==> src/rtl/tile_cfg_mem_rx.sv <==
// Tile-side configuration receiver: captures per-context config words from the CSR
// write interface and replays them cyclically to the tile datapath once started.
module tile_cfg_mem_rx #(
    parameter int KernelSize   = 4,
    parameter int ConfigWidth  = 49,
    parameter int CtxAddrWidth = $clog2(KernelSize),
    parameter int IterWidth    = 16
) (
    input  logic                    clk_i,
    input  logic                    rst_ni,
    input  logic [CtxAddrWidth-1:0] cfg_addr_i,
    input  logic [ConfigWidth-1:0]  cfg_data_i,
    input  logic                    cfg_wr_en_i,
    input  logic                    cfg_wr_valid_i,
    output logic                    cfg_ready_o,
    input  logic                    clear_i,
    input  logic                    exec_start_i,
    input  logic                    exec_stop_i,
    input  logic                    exec_stall_i,
    output logic [ConfigWidth-1:0]  cfg_o,
    output logic                    cfg_valid_o,
    output logic [CtxAddrWidth-1:0] ctx_idx_o,
    output logic [IterWidth-1:0]    iter_cnt_o,
    output logic                    loaded_o,
    output logic [1:0]              err_o
);

    typedef enum logic [1:0] {
        IDLE  = 2'd0,
        LOAD  = 2'd1,
        READY = 2'd2,
        RUN   = 2'd3
    } state_t;

    localparam logic [CtxAddrWidth:0]   SlotCount = (CtxAddrWidth + 1)'(KernelSize);
    localparam logic [CtxAddrWidth-1:0] LastCtx   = CtxAddrWidth'(KernelSize - 1);

    state_t                  state, state_next;
    logic [ConfigWidth-1:0]  mem [KernelSize];
    logic [KernelSize-1:0]   mask, mask_next;
    logic [CtxAddrWidth-1:0] ctx, ctx_next;
    logic [IterWidth-1:0]    iter, iter_next;
    logic [1:0]              err, err_next;
    logic                    beat, addr_ok, accept, drop, start_err;

    assign cfg_ready_o = (state != RUN);
    assign cfg_valid_o = (state == RUN);
    assign ctx_idx_o   = ctx;
    assign iter_cnt_o  = iter;
    assign loaded_o    = &mask;
    assign err_o       = err;

    always_comb begin
        cfg_o = '0;
        if (state == RUN) begin
            cfg_o = mem[ctx];
        end
    end

    // Write acceptance; clear swallows any beat in its cycle without flagging it.
    always_comb begin
        beat      = cfg_wr_valid_i & cfg_wr_en_i;
        addr_ok   = ({1'b0, cfg_addr_i} < SlotCount);
        accept    = beat & cfg_ready_o & addr_ok & ~clear_i;
        drop      = beat & ~clear_i & (~cfg_ready_o | ~addr_ok);
        start_err = exec_start_i & ~clear_i & (state != READY) & ~(&mask);
        mask_next = mask;
        if (accept) begin
            mask_next[cfg_addr_i] = 1'b1;
        end
    end

    always_comb begin
        state_next = state;
        ctx_next   = ctx;
        iter_next  = iter;
        err_next   = err | {start_err, drop};
        if (clear_i) begin
            state_next = IDLE;
            ctx_next   = '0;
            iter_next  = '0;
            err_next   = '0;
        end else begin
            unique case (state)
                IDLE, LOAD: begin
                    if (accept) begin
                        state_next = (&mask_next) ? READY : LOAD;
                    end
                end
                READY: begin
                    if (exec_start_i && !exec_stop_i) begin
                        state_next = RUN;
                        ctx_next   = '0;
                        iter_next  = '0;
                    end
                end
                RUN: begin
                    if (exec_stop_i) begin
                        state_next = READY;
                    end else if (!exec_stall_i) begin
                        if (ctx == LastCtx) begin
                            ctx_next  = '0;
                            iter_next = iter + IterWidth'(1);
                        end else begin
                            ctx_next = ctx + CtxAddrWidth'(1);
                        end
                    end
                end
                default: state_next = IDLE;
            endcase
        end
    end

    always_ff @(posedge clk_i or negedge rst_ni) begin
        if (!rst_ni) begin
            state <= IDLE;
            mask  <= '0;
            ctx   <= '0;
            iter  <= '0;
            err   <= '0;
        end else begin
            state <= state_next;
            mask  <= clear_i ? '0 : mask_next;
            ctx   <= ctx_next;
            iter  <= iter_next;
            err   <= err_next;
        end
    end

    // Storage survives clear_i but not reset.
    always_ff @(posedge clk_i or negedge rst_ni) begin
        if (!rst_ni) begin
            for (int i = 0; i < KernelSize; i++) begin
                mem[i] <= '0;
            end
        end else if (accept) begin
            mem[cfg_addr_i] <= cfg_data_i;
        end
    end

endmodule

==> config.mk <==
export PLATFORM = sky130hd
export DESIGN_NAME = tile_cfg_mem_rx
export DESIGN_NICKNAME = d
export VERILOG_FILES = /design/src/rtl/tile_cfg_mem_rx.sv
export SDC_FILE = /design/constraint.sdc
export NUM_CORES = 1
export LEC_CHECK = 0
export BUFFER_PORTS_ARGS = -buffer_cell sky130_fd_sc_hd__buf_2
export CAP_MARGIN = 20
export CORE_UTILIZATION = 50
export CTS_BUF_LIST = sky130_fd_sc_hd__clkbuf_8
export DETAILED_ROUTE_END_ITERATION = 7
export PLACE_DENSITY_LB_ADDON = 0.1
export SYNTH_ARGS = -nofsm -noshare
export SYNTH_HDL_FRONTEND = slang
export SYNTH_SLANG_ARGS = --single-unit
==> constraint.sdc <==
create_clock -name clk_i -period 2.8 [get_ports clk_i]
set_input_delay 0.28 -clock clk_i [delete_from_list [all_inputs] [get_ports clk_i]]
set_output_delay 0.28 -clock clk_i [all_outputs]
set_load 0.05 [all_outputs]
==> impl_metrics.env <==
export IMPL_outcome="completed"
export IMPL_synth_ff_type="dfrtp_1"
export IMPL_wirelength_mm=22.1
export IMPL_slew_headroom_pct=55.9
export IMPL_cts_sinks=222
export IMPL_ir_drop_mv=0.316
export IMPL_mostFrequentLayoutCell="dfrtp_1"
export IMPL_top_layer="met5"
export IMPL_avgRoutedWirePerCell_um=19.5
export IMPL_hold_violations=0
export IMPL_drive_gt1_share_pct=54.2
export IMPL_fp_dieW_um=144
export IMPL_die_h_um=144
export IMPL_tightest_slew_ps=661
export IMPL_antenna_found_initial=2
export IMPL_synth_top_area_cell="dfrtp_1"
export IMPL_drtPass1Iterations=4
export IMPL_total_leakage_power_nw=5.52
export IMPL_max_freq_ghz=0.397
export IMPL_crit_path_max_fanout=15
export IMPL_final_antenna_net_count=0
export IMPL_ys_warn_count=0
export IMPL_dp_hpwl_mm=14.0
export IMPL_drt_iter0_drc=256
export IMPL_ys_ff_latch=222
export IMPL_ioPinCount=131
export IMPL_grt_pass1_vias=6876
export IMPL_slowest_stage="dfrtp_4"
export IMPL_wl_met1_mm=9.30
export IMPL_syn_avg_cell_area_um2=14.9
export IMPL_root_buffer="clkbuf_8"
export IMPL_async_flop_share_pct=100
export IMPL_required_ps=2520
export IMPL_grt_max_degree=81
export IMPL_gr_usage_all_layers_pct=22.6
export IMPL_final_util_pct=61.3
export IMPL_fin_worst_skew_ps=9.51
export IMPL_power_density_nw_per_um2=693
export IMPL_layout_area_overhead_vs_synth_pct=19.2
export IMPL_vias=6261
export IMPL_yosys_top_cells_area="dfrtp_1 (55%), mux2_2 (22%), mux4_2 (11%)"
export IMPL_grt_overflow_total=0
export IMPL_critPathArrivalTime_ps=2240
export IMPL_finalCritPeriodShare_pct=89.9
export IMPL_hp_class="input port to register"
export IMPL_syn_num_nets=738
export IMPL_row_count=51
export IMPL_finalMaxSlewViolations=0
export IMPL_clk_pin_slew_ps=50
export IMPL_cts_buffers=40
export IMPL_gp_congestion=0.771
export IMPL_dr_wl_met3_mm=1.09
export IMPL_crit_path_max_incr_delay_ps=550
export IMPL_design_final_nets=898
export IMPL_yosysTopAreaCellShare_pct=55.0
export IMPL_drc=0
export IMPL_whs_ps=33.2
export IMPL_synth_edf_count=0
export IMPL_layout_common_cells="dfrtp_1 (220), mux2_2 (193), buf_2 (129)"
export IMPL_grt_pass1_wl_mm=36.1
export IMPL_cts_tree="built"
export IMPL_yosysUniqueCellTypes=41
export IMPL_port_buffers=130
export IMPL_core_um2=19700
export IMPL_maxCapViolations=0
export IMPL_start_util_pct=51.4
export IMPL_setup_viol=0
export IMPL_crit_path_cell_trace="buf_4 > mux4_2 > and2_1 > buf_2"
export IMPL_tns_ps=0
export IMPL_syn_area_um2=10100
export IMPL_clk_latency_ps=510
export IMPL_path_class="register to output pin"
export IMPL_finalCriticalPeriod_ps=2520
export IMPL_dieArea_um2=20800
export IMPL_n_antenna_cell=0
export IMPL_critPathLaunchType="register"
export IMPL_rsz0062_at_grt="false"
export IMPL_dr_wl_met2_mm=11.2
export IMPL_via_per_inst=5.53
export IMPL_seq_area_frac_synth_pct=55.0
export IMPL_htree_levels=2
export IMPL_clock_path_buffers=3
export IMPL_synth_cells=677
export IMPL_cp_end_kind="output pin"
[what timing repair did]
action	in CTS	in global routing
resized for setup	1	0
buffers inserted	0	10
endpoints found under the hold margin	75	0
setup endpoints to repair	30	10
hold buffers	1	0
[report_power, final]
group / internal [W] / total (W) / switching [W]
registers: 0.00387 / 0.00420 / 0.000325
clock network: 0.00177 / 0.00305 / 0.00128
logic: 0.000736 / 0.00110 / 0.000364
[worst max-delay path: cells and delay by family (launching register included)]
| family | cells | cell delay (ps) |
|---|---|---|
| and+or+nand+nor | 1 | 180 |
| muxes | 1 | 530 |
| DFF | 1 | 550 |
| buffers and inverters | 2 | 470 |
[final cells by class]
| class | instances | area, um^2 |
|---|---|---|
| fillers | 1565 | 7610 |
| flip-flops and latches | 222 | 5560 |
| multi-input cells | 406 | 4340 |
| repair buffers | 161 | 957 |
| clock buffers | 53 | 729 |
| well taps | 265 | 332 |
| clock inverters | 19 | 100 |
| inverters | 6 | 23.8 |
[registers in the layout, indices dropped and copies added (netlist names)]
name	flops
ctx_idx_o	2
err_o	2
mask	4
mem	196
iter_cnt_o	16
state	2
[Yosys cell counts (2+ instances only)]
cell	number
a21oi_1	7
o211ai_1	2
mux2_2	193
nor3b_2	2
buf_4	10
buf_2	16
o21ai_0	11
inv_1	6
nor3_1	2
and3_1	2
nand4_1	4
and2_1	50
nand2_1	7
xor2_1	11
o2111ai_1	3
nor2_1	30
or3_1	3
dfrtp_1	222
mux4_2	49
mux2_1	3
nor2b_1	2
ha_1	2
clkbuf_1	17
nand3_1	6
[path summary, 6_finish.rpt]
kind / start / endpoint / slack, ps / cells after the start
setup / recovery: ctx_idx_o[0] / cfg_o[31] / 280 / 4
max in group asynchronous: rst_ni / mem[29] / 1600 / 3
min in group asynchronous: rst_ni / mem[5] / 350 / 2
hold reg to reg: mem[153] / mem[153] / 490 / 1
hold / removal: cfg_data_i[3] / mem[150] / 30 / 2
setup reg to reg: state[1] / mem[82] / 600 / 5
[routing by layer]
| metal | up-vias | track usage [%] |
|---|---|---|
| met4 | 4 | 7.04 |
| met5 | - | 0 |
| met3 | 40 | 4.90 |
| li1 | 2792 | - |
| met1 | 3263 | 28.4 |
| met2 | 162 | 39.1 |
[kinds of logic after synthesis]
logic type / count (synthesis) / share of synthesized area, %
buffers and inverters: 49 / 2.39
xor gates and xnor gates: 11 / 0.953
adders and majority gates: 2 / 0.248
muxes: 246 / 32.9
DFF: 222 / 55.0
AOI/OAI and AO/OA: 31 / 1.98
and+or+nand+nor: 116 / 6.62
[metrics by stage]
step | instance area [um^2] | cells | setup WS [ps] | power [W]
after floorplan | 10100 | 677 | 490 | 0.00497
after global placement | 11100 | 1049 | 502 | 0.00524
after detailed placement | 11100 | 1049 | 435 | 0.00537
after CTS | 12000 | 1122 | 24.7 | 0.00848
after global routing | 12000 | 1132 | 166 | 0.00878
final | 12000 | 1132 | 281 | 0.00835
(Power assumes the default switching activity.)
